<file path="config.mk">
export PLATFORM = sky130hd
export DESIGN_NAME = encoded_memory_controller
export DESIGN_NICKNAME = d
export VERILOG_FILES = /design/src/rtl/encoded_memory_controller_pkg.sv /design/src/rtl/encoded_memory_controller_wrap_counter.sv /design/src/rtl/encoded_memory_controller.sv
export SDC_FILE = /design/constraint.sdc
export NUM_CORES = 1
export LEC_CHECK = 0
export BUFFER_PORTS_ARGS = -buffer_cell sky130_fd_sc_hd__buf_2
export CORE_ASPECT_RATIO = 1.5
export CORE_UTILIZATION = 49
export CTS_CLUSTER_DIAMETER = 120
export DETAILED_ROUTE_END_ITERATION = 6
export PLACE_DENSITY_LB_ADDON = 0.15
export REMOVE_ABC_BUFFERS = 1
export SYNTH_ARGS = -nofsm -noshare
export SYNTH_HDL_FRONTEND = slang
export SYNTH_SLANG_ARGS = --single-unit
</file>
<file path="constraint.sdc">
create_clock -name clk -period 2.1 [get_ports clk]
set_input_delay 0.105 -clock clk [delete_from_list [all_inputs] [get_ports clk]]
set_output_delay 0.105 -clock clk [all_outputs]
set_load 0.02 [all_outputs]
</file>
<file path="src/rtl/encoded_memory_controller_pkg.sv">
//------------------------------------------------------------------------------
// Module : encoded_memory_controller_pkg
// Brief  : Command opcodes, FSM state encoding and width defaults shared by
//          the EncodedMemory command sequencer.
// Rev    : 1.0
//------------------------------------------------------------------------------
`default_nettype none

package encoded_memory_controller_pkg;

    localparam int DEF_DATA_W = 8;
    localparam int DEF_ADDR_W = 3;

    typedef enum logic [1:0] {
        OP_WR   = 2'b00,
        OP_RD   = 2'b01,
        OP_FILL = 2'b10,
        OP_DUMP = 2'b11
    } op_e;

    typedef enum logic [2:0] {
        S_IDLE    = 3'd0,
        S_WRITE   = 3'd1,
        S_FILL    = 3'd2,
        S_RDADDR  = 3'd3,
        S_RDCAP   = 3'd4,
        S_RSPWAIT = 3'd5
    } state_e;

    function automatic logic op_is_write(input logic [1:0] op);
        return (op == OP_WR) || (op == OP_FILL);
    endfunction

endpackage

`default_nettype wire

</file>
<file path="src/rtl/encoded_memory_controller_wrap_counter.sv">
//------------------------------------------------------------------------------
// Module : encoded_memory_controller_wrap_counter
// Brief  : Modular load/increment counter with an all-ones terminal flag.
// Rev    : 1.0
//------------------------------------------------------------------------------
`default_nettype none

module encoded_memory_controller_wrap_counter #(
    parameter int WIDTH = 3
) (
    input  logic             clk,
    input  logic             rst_n,
    input  logic             load,
    input  logic [WIDTH-1:0] load_val,
    input  logic             inc,
    output logic [WIDTH-1:0] count,
    output logic             term
);

    logic [WIDTH-1:0] r_count;

    // Load wins over increment; increment wraps naturally at 2**WIDTH.
    always_ff @(posedge clk or negedge rst_n) begin
        if (!rst_n) begin
            r_count <= '0;
        end else if (load) begin
            r_count <= load_val;
        end else if (inc) begin
            r_count <= r_count + 1'b1;
        end
    end

    assign count = r_count;
    assign term  = &r_count;

endmodule

`default_nettype wire

</file>
<file path="src/rtl/encoded_memory_controller.sv">
//------------------------------------------------------------------------------
// Module : encoded_memory_controller
// Brief  : Single/burst write and read sequencer driving EncodedMemory pins,
//          with a registered valid/ready response channel.
// Rev    : 1.0
//------------------------------------------------------------------------------
`default_nettype none

module encoded_memory_controller
    import encoded_memory_controller_pkg::*;
#(
    parameter int DATA_W = DEF_DATA_W,
    parameter int ADDR_W = DEF_ADDR_W
) (
    input  logic              clk,
    input  logic              rst_n,
    input  logic              cmd_valid,
    output logic              cmd_ready,
    input  logic [1:0]        cmd_op,
    input  logic [ADDR_W-1:0] cmd_index,
    input  logic [DATA_W-1:0] cmd_data,
    output logic              rsp_valid,
    input  logic              rsp_ready,
    output logic [DATA_W-1:0] rsp_data,
    output logic [ADDR_W-1:0] rsp_index,
    output logic              rsp_last,
    output logic              mem_mode,
    output logic [ADDR_W-1:0] mem_index,
    output logic [DATA_W-1:0] mem_number,
    input  logic [DATA_W-1:0] mem_result
);

    state_e              r_state;
    state_e              w_state_nxt;
    logic                r_mem_mode;
    logic [DATA_W-1:0]   r_mem_number;
    logic                r_rsp_valid;
    logic [DATA_W-1:0]   r_rsp_data;
    logic [ADDR_W-1:0]   r_rsp_index;
    logic                r_rsp_last;
    logic                r_is_dump;

    logic                w_hs;
    logic                w_idx_load;
    logic                w_idx_inc;
    logic                w_beat_load;
    logic                w_beat_inc;
    logic                w_num_load;
    logic                w_mode_wr;
    logic                w_mode_rd;
    logic                w_capture;
    logic                w_rsp_clr;
    logic [ADDR_W-1:0]   w_idx;
    logic [ADDR_W-1:0]   w_beat;
    logic                w_beat_term;
    logic                w_idx_term_unused;

    assign cmd_ready = (r_state == S_IDLE) && !r_rsp_valid;
    assign w_hs      = cmd_valid && cmd_ready;

    encoded_memory_controller_wrap_counter #(.WIDTH(ADDR_W)) u_index_cnt (
        .clk      (clk),
        .rst_n    (rst_n),
        .load     (w_idx_load),
        .load_val (cmd_index),
        .inc      (w_idx_inc),
        .count    (w_idx),
        .term     (w_idx_term_unused)
    );

    encoded_memory_controller_wrap_counter #(.WIDTH(ADDR_W)) u_beat_cnt (
        .clk      (clk),
        .rst_n    (rst_n),
        .load     (w_beat_load),
        .load_val ('0),
        .inc      (w_beat_inc),
        .count    (w_beat),
        .term     (w_beat_term)
    );

    always_ff @(posedge clk or negedge rst_n) begin
        if (!rst_n) begin
            r_state <= S_IDLE;
        end else begin
            r_state <= w_state_nxt;
        end
    end

    always_comb begin
        w_state_nxt = r_state;
        w_idx_load  = 1'b0;
        w_idx_inc   = 1'b0;
        w_beat_load = 1'b0;
        w_beat_inc  = 1'b0;
        w_num_load  = 1'b0;
        w_mode_wr   = 1'b0;
        w_mode_rd   = 1'b0;
        w_capture   = 1'b0;
        w_rsp_clr   = 1'b0;
        case (r_state)
            S_IDLE: begin
                if (w_hs) begin
                    w_idx_load  = 1'b1;
                    w_beat_load = 1'b1;
                    if (op_is_write(cmd_op)) begin
                        w_num_load = 1'b1;
                        w_mode_wr  = 1'b1;
                    end
                    case (cmd_op)
                        OP_WR:   w_state_nxt = S_WRITE;
                        OP_FILL: w_state_nxt = S_FILL;
                        default: w_state_nxt = S_RDCAP;
                    endcase
                end
            end
            S_WRITE: begin
                w_mode_rd   = 1'b1;
                w_state_nxt = S_IDLE;
            end
            S_FILL: begin
                // Every FILL cycle is a write edge; leave after the eighth.
                w_idx_inc  = 1'b1;
                w_beat_inc = 1'b1;
                if (w_beat_term) begin
                    w_mode_rd   = 1'b1;
                    w_state_nxt = S_IDLE;
                end
            end
            S_RDADDR: begin
                w_state_nxt = S_RDCAP;
            end
            S_RDCAP: begin
                w_capture   = 1'b1;
                w_state_nxt = S_RSPWAIT;
            end
            S_RSPWAIT: begin
                if (rsp_ready) begin
                    w_rsp_clr = 1'b1;
                    if (!r_is_dump || w_beat_term) begin
                        w_state_nxt = S_IDLE;
                    end else begin
                        w_idx_inc   = 1'b1;
                        w_beat_inc  = 1'b1;
                        w_state_nxt = S_RDCAP;
                    end
                end
            end
            default: begin
                w_state_nxt = S_IDLE;
            end
        endcase
    end

    always_ff @(posedge clk or negedge rst_n) begin
        if (!rst_n) begin
            r_mem_mode   <= 1'b1;
            r_mem_number <= '0;
            r_rsp_valid  <= 1'b0;
            r_rsp_data   <= '0;
            r_rsp_index  <= '0;
            r_rsp_last   <= 1'b0;
            r_is_dump    <= 1'b0;
        end else begin
            if (w_mode_wr) begin
                r_mem_mode <= 1'b0;
            end else if (w_mode_rd) begin
                r_mem_mode <= 1'b1;
            end
            if (w_num_load) begin
                r_mem_number <= cmd_data;
            end
            if (w_idx_load) begin
                r_is_dump <= (cmd_op == OP_DUMP);
            end
            // EncodedMemory's Result is combinational on the index already on the pins.
            if (w_capture) begin
                r_rsp_data  <= mem_result;
                r_rsp_index <= w_idx;
                r_rsp_valid <= 1'b1;
                r_rsp_last  <= !r_is_dump || w_beat_term;
            end else if (w_rsp_clr) begin
                r_rsp_valid <= 1'b0;
            end
        end
    end

    assign mem_mode   = r_mem_mode;
    assign mem_index  = w_idx;
    assign mem_number = r_mem_number;
    assign rsp_valid  = r_rsp_valid;
    assign rsp_data   = r_rsp_data;
    assign rsp_index  = r_rsp_index;
    assign rsp_last   = r_rsp_last;

endmodule

`default_nettype wire

</file>
==> results of run 1 <==
## cell type report
| type | instances | area share [%] |
|---|---|---|
| Clock buffer | 6 | 3.90 |
| Clock inverter | 2 | 1.88 |
| Inverter | 3 | 0.605 |
| Multi-Input combinational cell | 75 | 33.5 |
| Sequential cell | 32 | 43.1 |
| Tap cell | 39 | 2.62 |
| Timing Repair Buffer | 52 | 14.4 |
## where the power goes
group	switching [mW]	total (mW)	internal [mW]
clock	0.220	0.572	0.352
sequential	0.222	1.12	0.897
combinational	0.688	1.24	0.552
total	1.13	2.93	1.80
## synth_stat cells (all sizes together)
| master | count |
|---|---|
| mux2 | 19 |
| nand3b | 2 |
| a2111oi | 1 |
| and2 | 1 |
| a21o | 1 |
| and2b | 1 |
| o21a | 1 |
| ha | 3 |
| a31oi | 1 |
| xor2 | 2 |
| inv | 3 |
| a311o | 1 |
| nand2b | 5 |
| dfrtp | 31 |
| nand3 | 3 |
| a21boi | 1 |
| o41ai | 1 |
| nor4b | 1 |
| dfstp | 1 |
| o32a | 1 |
| buf | 3 |
| a311oi | 1 |
| o21ai | 2 |
| nor2 | 8 |
| a21oi | 5 |
| clkbuf | 3 |
| nor3 | 2 |
| nand2 | 6 |
| mux2i | 4 |
| nor4 | 2 |
## state kept, by name, indices dropped and copies added, names as in the netlist
name	count
r_is_dump	1
mem_mode	1
rsp_valid	1
mem_number	8
rsp_last	1
r_state	3
u_beat_cnt.count	3
rsp_data	8
u_index_cnt.count	3
rsp_index	3
## metrics by stage
| stage | power (mW) | utilization [%] | hold WS (ns) | area (sq um) | instances |
|---|---|---|---|---|---|
| floorplan | 1.95 | - | -0.191 | 1440 | 110 |
| global placement | 2.32 | 60.5 | 0.189 | 1740 | 200 |
| detailed placement | 2.38 | 60.5 | 0.192 | 1740 | 200 |
| CTS | 2.96 | 64.5 | 0.0389 | 1860 | 209 |
| global route | 3.11 | 64.5 | 0.0515 | 1860 | 209 |
| finish | 2.93 | 64.5 | 0.0460 | 1860 | 209 |
## path summary, 6_finish.rpt
| check | from | end | depth (start not counted) |
|---|---|---|---|
| max | u_beat_cnt.count[0] | u_index_cnt.count[1] | 6 |
| min | cmd_index[2] | u_index_cnt.count[2] | 3 |
| max reg2reg | u_beat_cnt.count[0] | u_index_cnt.count[1] | 6 |
| min reg2reg | mem_mode | mem_mode | 2 |
| max in group asynchronous | rst_n | u_index_cnt.count[2] | 2 |
| min in group asynchronous | rst_n | mem_number[1] | 2 |
## logic make-up after synthesis
family | share of synthesized area (%)
flip-flops | 54.2
AND/OR/NAND/NOR | 13.8
multiplexers | 17.2
AO/OA/AOI/OAI | 7.44
buffers and inverters | 3.72
adder cells (fa/ha/maj) | 2.54
XOR/XNOR | 1.18
## routing by layer
| metal | wire [um] | track usage (%) | vias up |
|---|---|---|---|
| met4 | 57 | 11.4 | 0 |
| met1 | 1130 | 23.3 | 532 |
| met5 | 0 | 0 | - |
| met3 | 122 | 4.17 | 5 |
| met2 | 1560 | 34.3 | 39 |
| li1 | - | - | 515 |
## worst min-delay path, cell delays in order
cell     delay (ns)
buf_2          0.08
nand2_1        0.04
nand3_1        0.05
==> qor.yml, run 1 <==
outcome: "complete, no violations"
skew_ns: 0.00732
rrSetupSlack_ns: 0.21
critPathMaxStageDelay_ns: 0.47
cp_cell_sequence: "ha_1 -> ha_1 -> nand2b_1 -> o32a_1 -> mux2i_1 -> o21ai_0"
slew_headroom_pct: 54.7
grt_pass1_wl_mm: 4.84
clk_latency_ns: 0.28
place_congestion: 0.771
grt-ovfl-total: 0
wire_per_inst_um: 13.7
fin_ws_ns: 0.206
multiInputGateArea_sq_um: 623
vdd_drop_max_mv: 0.873
row_count: 24
synth_top_area_share_pct: 52.4
yosys.area.top_type: "dfrtp_1"
core_area_sq_um: 2880
crit_fanout: 6
vias: 1091
cp_common_cell: "ha_1"
firstDrtPassIters: 4
period_needed_ns: 1.89
ys_ff_latch: 32
drive_gt1_share_pct: 48.8
n_antenna_cell: 0
crit_required_ns: 2.29
path_clk_slew_ns: 0.07
cts_buffer_depth: 2
cts_root_buf: "clkbuf_8"
final_nets: 197
powerDensity_nw_per_um2: 1570
path_class: "register to register"
route.detailed.drc: 0
cts_resized: 0
finalSetupTns_ns: 0
post-place-ws_ns: 0.224
slew_viol_final: 0
synth.distinct_cells: 38
cts_setup_buffers: 0
fillers: 255
syn_to_final_growth_pct: 25.7
synth_area_per_cell_sq_um: 12.8
cts_sinks: 32
finalSetupViolations: 0
routed_via_density: 5.22
grt_pass1_vias: 1093
drv_cap: 0
die_area_sq_um: 3250
syn_inst: 116
drt_first_iter_violations: 17
cp.buffers_inverters: 0
dp_hpwl_mm: 2.16
max_freq_ghz: 0.528
grt_max_degree: 33
leakage_nw: 0.912
mostFrequentLayoutCell: "buf_2"
layout_common_cells: "buf_2, dfrtp_1, mux2_2, nor2_1"
wl_mm: 2.86
synthTopCellsByArea: "dfrtp_1, mux2_2, mux2i_1"
cts_tree: "built"
start_util_pct: 51.3
grt_setup_unrepaired: "false"
ys_seq_area_share_pct: 54.2
io_pins: 51
portBuffers: 50
crit_path_end_kind: "register"
die_w_um: 46.9
track_usage_pct: 20.7
ant_nets: 0
seq_area_sq_um: 802
fin_crit_sh_pct: 90.2
cts_hold_buf: 1
tightest_slew_ns: 0.680
worst_path_max_delay_cell: "o32a_1"
holdCritPathClass: "primary input to register"
h-tree-depth: 2
worstPathArrival_ns: 2.09
crit_family: "compound AO/OA/AOI/OAI gates"
die_h_um: 69.3
hold_viol: 0
yosysWarnings: 0
antenna_found_initial: 0
cp-start-kind: "register"
cts_buffers: 5
syn_area_sq_um: 1480
Power figures use the tool's default switching activity.
==> run 2, diff against run 1 <==
--- a/config.mk
+++ b/config.mk
@@ -11,7 +11,6 @@
 export CTS_CLUSTER_DIAMETER = 120
 export DETAILED_ROUTE_END_ITERATION = 6
 export PLACE_DENSITY_LB_ADDON = 0.15
-export REMOVE_ABC_BUFFERS = 1
 export SYNTH_ARGS = -nofsm -noshare
 export SYNTH_HDL_FRONTEND = slang
 export SYNTH_SLANG_ARGS = --single-unit
==> qor.yml, run 2 (same netlist as run 1, synthesis figures left out) <==
outcome: "complete, no violations"
crit_family: "compound AO/OA/AOI/OAI gates"
n_antenna_cell: 0  # unchanged
clockPowerShare_pct: 16.6  # -2.9 points
row_count: 24  # unchanged
start_util_pct: 51.3  # unchanged
slew_viol_final: 0  # unchanged
cp_cell_sequence: "ha_1 -> ha_1 -> nand2b_1 -> o32a_1 -> xor2_1 -> a21oi_1"
layout_common_cells: "buf_2, dfrtp_1, mux2_2, nor2_1, clkbuf_8"
cts_setup_buffers: 0  # unchanged
cts_root_buf: "clkbuf_8"
path_clk_slew_ns: 0.06  # about the same
hold_viol: 0  # unchanged
grt_pass1_wl_mm: 4.69  # -3.3%
total_power_mw: 2.84  # -3.2%
worstPathArrival_ns: 2.09  # about the same
slew_headroom_pct: 53.6  # -1.1 points
critical_path_cell_count: 6  # unchanged
cts_buffers: 5  # unchanged
fin_ws_ns: 0.210  # +0.00399 ns
syn-num-nets: 144
mostFrequentLayoutCell: "buf_2"
routed_via_density: 5.25  # +0.64%
die_h_um: 69.3  # unchanged
cp-startpoint: "u_beat_cnt.count[0]"
power_switching_mw: 1.12  # -0.86%
hold_path_end: "u_index_cnt.count[2]"
fin_util_pct: 63.9  # -0.61 points
die_w_um: 46.9  # unchanged
swShare_pct: 39.5  # +0.95 points
cp_common_cell: "ha_1"
syn_to_final_growth_pct: 24.5
holdCritPathClass: "primary input to register"
worstReg2RegEnd: "u_index_cnt.count[0]"
post-place-ws_ns: 0.219  # -0.00577 ns
grt-ovfl-total: 0  # unchanged
power.share.sequential_pct: 39.6  # +1.4 points
drt_first_iter_violations: 10  # -7
wl_mm: 2.87  # about the same
fillers: 264  # +3.5%
io_pins: 51  # unchanged
critPathMaxStageDelay_ns: 0.47  # about the same
cts_tree: "built"
drv_cap: 0  # unchanged
crit_path_end_kind: "register"
period_needed_ns: 1.89  # -0.00399 ns
vias: 1098  # +0.64%
place_congestion: 0.844  # +9.4%
finalSetupTns_ns: 0  # unchanged
ant_nets: 0  # unchanged
final_nets: 197  # unchanged
crit_fanout: 6  # unchanged
cp-start-kind: "register"
dp_hpwl_mm: 2.19  # +1.3%
tightest_slew_ns: 0.696  # +0.0163 ns
clk_latency_ns: 0.28  # about the same
max_freq_ghz: 0.529  # +0.21%
track_usage_pct: 20.4  # -0.29 points
vdd_drop_max_mv: 1.06  # +22%
drive_gt1_share_pct: 48.2  # -0.59 points
antenna_found_initial: 0  # unchanged
timing.rr.start: "u_beat_cnt.count[0]"
worst_path_max_delay_cell: "o32a_1"
skew_ns: 0.00304  # -0.00428 ns
grt_max_degree: 33  # unchanged
rrSetupSlack_ns: 0.21  # about the same
fin_crit_sh_pct: 90.0  # -0.19 points
power.share.combinational_pct: 43.8  # +1.5 points
powerDensity_nw_per_um2: 1540  # -2.3%
leakage_nw: 0.902  # -1.1%
p_int_mw: 1.72  # -4.7%
path_class: "register to register"
crit_required_ns: 2.30  # about the same
core_area_sq_um: 2880  # unchanged
firstDrtPassIters: 3  # -1
grt_pass1_vias: 1091  # -0.18%
cts_buffer_depth: 2  # unchanged
die_area_sq_um: 3250  # unchanged
cp.buffers_inverters: 0  # unchanged
worstHoldPathCells: 3  # unchanged
grt_setup_unrepaired: "false"
portBuffers: 50  # unchanged
wire_per_inst_um: 13.7  # about the same
h-tree-depth: 2  # unchanged
cts_sinks: 32  # unchanged
reg2regPathDepth: 6  # unchanged
finalSetupViolations: 0  # unchanged
route.detailed.drc: 0  # unchanged
worstHoldStart: "cmd_index[2]"
[run 2: area by class of cell]
| class | instances | area, sq um | area share, % |
|---|---|---|---|
| clock buffers | 8 | 90.1 | 4.89 |
| inverters | 3 | 11.3 | 0.611 |
| multi-input cells | 75 | 623 | 33.8 |
| repair buffers | 52 | 268 | 14.5 |
| well taps | 39 | 48.8 | 2.65 |
| flip-flops and latches | 32 | 802 | 43.5 |
[run 2: timing repair]
item | 4_1_cts | 5_1_grt
hold buffers | 1 | 0
resized for setup | 0 | 0
hold endpoints to repair | 31 | 0
[run 2: layer usage]
metal,global-route usage [%],part of all wire (%)
met1,20.9,40
met2,33.6,53
met3,7.81,5.4
met4,10.8,1.6
met5,0,0
[run 2: through the flow]
step                hold slack [ns]  area (sq um)  cells
detailed placement            0.193          1740    200
global route                 0.0525          1840    209
global placement              0.185          1740    200
CTS                          0.0343          1840    209
floorplan                    -0.191          1480    116
finish                       0.0361          1840    209
[run 2: worst max path at each step]
| stage | end | slack, ns |
|---|---|---|
| 3_5_place_dp | u_index_cnt.count[0] | 0.22 |
| 2_1_floorplan | u_index_cnt.count[0] | 0.38 |
| 3_3_place_gp | u_index_cnt.count[0] | 0.30 |
| 5_1_grt | u_index_cnt.count[0] | 0.12 |
| 6_report | u_index_cnt.count[0] | 0.21 |
| 4_1_cts | u_index_cnt.count[0] | 0.20 |
[run 2: worst register-to-register path: cells and delay by family, from the launching register on]
| family | cells | cell delay, ns |
|---|---|---|
| AND/OR/NAND/NOR | 1 | 0.18 |
| XOR/XNOR | 1 | 0.19 |
| flip-flops | 1 | 0.39 |
| adder cells (fa/ha/maj) | 2 | 0.41 |
| AO/OA/AOI/OAI | 2 | 0.64 |
[run 2: power groups by stage]
stage | clock network [mW] | registers, mW | logic, mW
6_report | 0.471 | 1.12 | 1.24
5_1_grt | 0.511 | 1.17 | 1.35
4_1_cts | 0.484 | 1.13 | 1.26
3_5_place_dp | 0 | 1.14 | 1.26
3_3_place_gp | 0 | 1.11 | 1.22
2_1_floorplan | 0 | 1.35 | 0.656
==> run 3, diff against run 2 <==
--- a/config.mk
+++ b/config.mk
@@ -5,7 +5,7 @@
 export SDC_FILE = /design/constraint.sdc
 export NUM_CORES = 1
 export LEC_CHECK = 0
-export BUFFER_PORTS_ARGS = -buffer_cell sky130_fd_sc_hd__buf_2
+export BUFFER_PORTS_ARGS = -buffer_cell sky130_fd_sc_hd__buf_4
 export CORE_ASPECT_RATIO = 1.5
 export CORE_UTILIZATION = 49
 export CTS_CLUSTER_DIAMETER = 120
==> qor.yml, run 3 (same netlist as run 1, synthesis figures left out) <==
reg2regPathDepth: 6  # unchanged
power_switching_mw: 1.14  # +1.8%
period_needed_ns: 1.88  # -0.00783 ns
rrSetupSlack_ns: 0.22  # about the same
swShare_pct: 38.5  # -0.96 points
cp_cell_sequence: "ha_1 -> ha_1 -> nand2b_1 -> o32a_1 -> xor2_1 -> a21oi_1"
grt_pass1_wl_mm: 5.09  # +8.5%
cts_buffers: 5  # unchanged
critPathMaxStageDelay_ns: 0.48  # about the same
cp_common_cell: "ha_1"
cts_root_buf: "clkbuf_8"
syn-num-nets: 144  # unchanged
clk_latency_ns: 0.28  # about the same
grt-ovfl-total: 0  # unchanged
h-tree-depth: 2  # unchanged
cts_setup_buffers: 0  # unchanged
worst_path_max_delay_cell: "o32a_1"
path_class: "register to register"
n_antenna_cell: 0  # unchanged
crit_required_ns: 2.30  # about the same
ant_nets: 0  # unchanged
place_congestion: 0.829  # -1.7%
dp_hpwl_mm: 2.30  # +5.3%
antenna_found_initial: 0  # unchanged
portBuffers: 50  # unchanged
wire_per_inst_um: 14.7  # +7.0%
fin_crit_sh_pct: 89.7  # -0.37 points
power.share.sequential_pct: 38.4  # -1.2 points
p_int_mw: 1.82  # +6.0%
slew_headroom_pct: 68.5  # +15 points
cts_sinks: 32  # unchanged
drt_first_iter_violations: 25  # +15
holdCritPathClass: "primary input to register"
grt_pass1_vias: 1155  # +5.9%
cts_buffer_depth: 2  # unchanged
post-place-ws_ns: 0.223  # +0.00444 ns
vdd_drop_max_mv: 0.928  # -13%
grt_max_degree: 33  # unchanged
worstReg2RegEnd: "u_index_cnt.count[0]"
met3_usage_pct: 6.25  # -1.6 points
finalSetupViolations: 0  # unchanged
core_area_sq_um: 2880  # unchanged
routed_via_density: 5.36  # +1.9%
grt_util_met1_pct: 21.8  # +0.90 points
hold_viol: 0  # unchanged
firstDrtPassIters: 5  # +2
worstPathArrival_ns: 2.09  # about the same
tightest_slew_ns: 0.472  # -0.224 ns
vias: 1114  # +1.5%
clockPowerShare_pct: 14.5  # -2.1 points
whs_ns: 0.0281  # -0.00793 ns
leakage_nw: 0.942  # +4.4%
start_util_pct: 51.3  # unchanged
row_count: 24  # unchanged
slew_viol_final: 0  # unchanged
io_pins: 51  # unchanged
crit_fanout: 6  # unchanged
syn_to_final_growth_pct: 32.1
path_clk_slew_ns: 0.06  # about the same
timing.rr.start: "u_beat_cnt.count[0]"
wl_mm: 3.05  # +6.5%
endpoint: "u_index_cnt.count[0]"
track_usage_pct: 21.8  # +1.4 points
grt_setup_unrepaired: "false"
cts_tree: "built"
power.share.combinational_pct: 47.0  # +3.2 points
grt_util_met2_pct: 39.0  # +5.4 points
mostFrequentLayoutCell: "buf_4"
crit_path_end_kind: "register"
route.detailed.drc: 0  # unchanged
cp-startpoint: "u_beat_cnt.count[0]"
final_nets: 197  # unchanged
max_freq_ghz: 0.531  # +0.42%
fin_ws_ns: 0.217  # +0.00783 ns
powerDensity_nw_per_um2: 1510  # -1.7%
drv_cap: 0  # unchanged
die_h_um: 69.3  # unchanged
die_w_um: 46.9  # unchanged
layout_common_cells: "buf_4, dfrtp_1, mux2_2, nor2_1"
drive_gt1_share_pct: 48.5  # +0.29 points
outcome: "complete, no violations"
die_area_sq_um: 3250  # unchanged
skew_ns: 0.00353  # +0.000495 ns
finalSetupTns_ns: 0  # unchanged
cp-start-kind: "register"
cts_hold_buf: 1  # unchanged
gr-max-usage-layer: "met2"
cts_resized: 0  # unchanged
worstHoldStart: "cmd_index[1]"
-- run 3: cell types whose count changed in the layout (fill, tap and decap cells not counted) --
cell / previous run / this run
clkbuf_1: 2 / 1
clkinv_2: 0 / 1
buf_2: 50 / 0
buf_4: 1 / 51
clkbuf_8: 6 / 5
-- run 3: power groups by stage --
stage          Sequential (mW)  Combinational, mW  Clock (mW)
2_1_floorplan             1.35              0.656           0
3_3_place_gp              1.12               1.36           0
3_5_place_dp              1.15               1.41           0
4_1_cts                   1.14               1.41       0.445
5_1_grt                   1.18               1.49       0.477
6_report                  1.14               1.39       0.430
-- run 3: area by class of cell --
cell class	count	area [sq um]
Multi-Input combinational cell	75	623
Tap cell	39	48.8
Sequential cell	32	802
Clock inverter	1	5.00
Fill cell	255	927
Timing Repair Buffer	52	393
Clock buffer	6	72.6
Inverter	3	11.3
-- run 3: critical path: cells and delay by family (launching register included) --
family | cells | cell delay [ns]
compound gates | 2 | 0.64
fa+ha+maj | 2 | 0.40
flops | 1 | 0.39
simple gates | 1 | 0.19
xor+xnor | 1 | 0.19
-- run 3: per-stage QoR --
step                      power, mW  cells  util [%]  area (sq um)
after global placement         2.49    200      64.8          1870
final                          2.96    208      67.8          1960
after detailed placement       2.55    200      64.8          1870
after global routing           3.15    208      67.8          1960
after CTS                      3.00    208      67.8          1960
after floorplan                2.00    116         -          1480
-- run 3: layer usage --
| metal | share of wire (%) | up-vias |
|---|---|---|
| met5 | 0 | - |
| met4 | 2.6 | 0 |
| met3 | 5.4 | 8 |
| met2 | 57 | 37 |
| met1 | 35 | 550 |
| li1 | - | 519 |
-- run 3: how the worst min path moves through the flow --
stage / cells after the start / to / slack [ns]
global route: 3 / u_index_cnt.count[1] / 0.03
global placement: 1 / r_state[1] / 0.06
CTS: 3 / u_index_cnt.count[1] / 0.02
finish: 3 / u_index_cnt.count[1] / 0.03
floorplan: 0 / mem_number[0] / -0.19
detailed placement: 1 / r_state[1] / 0.07
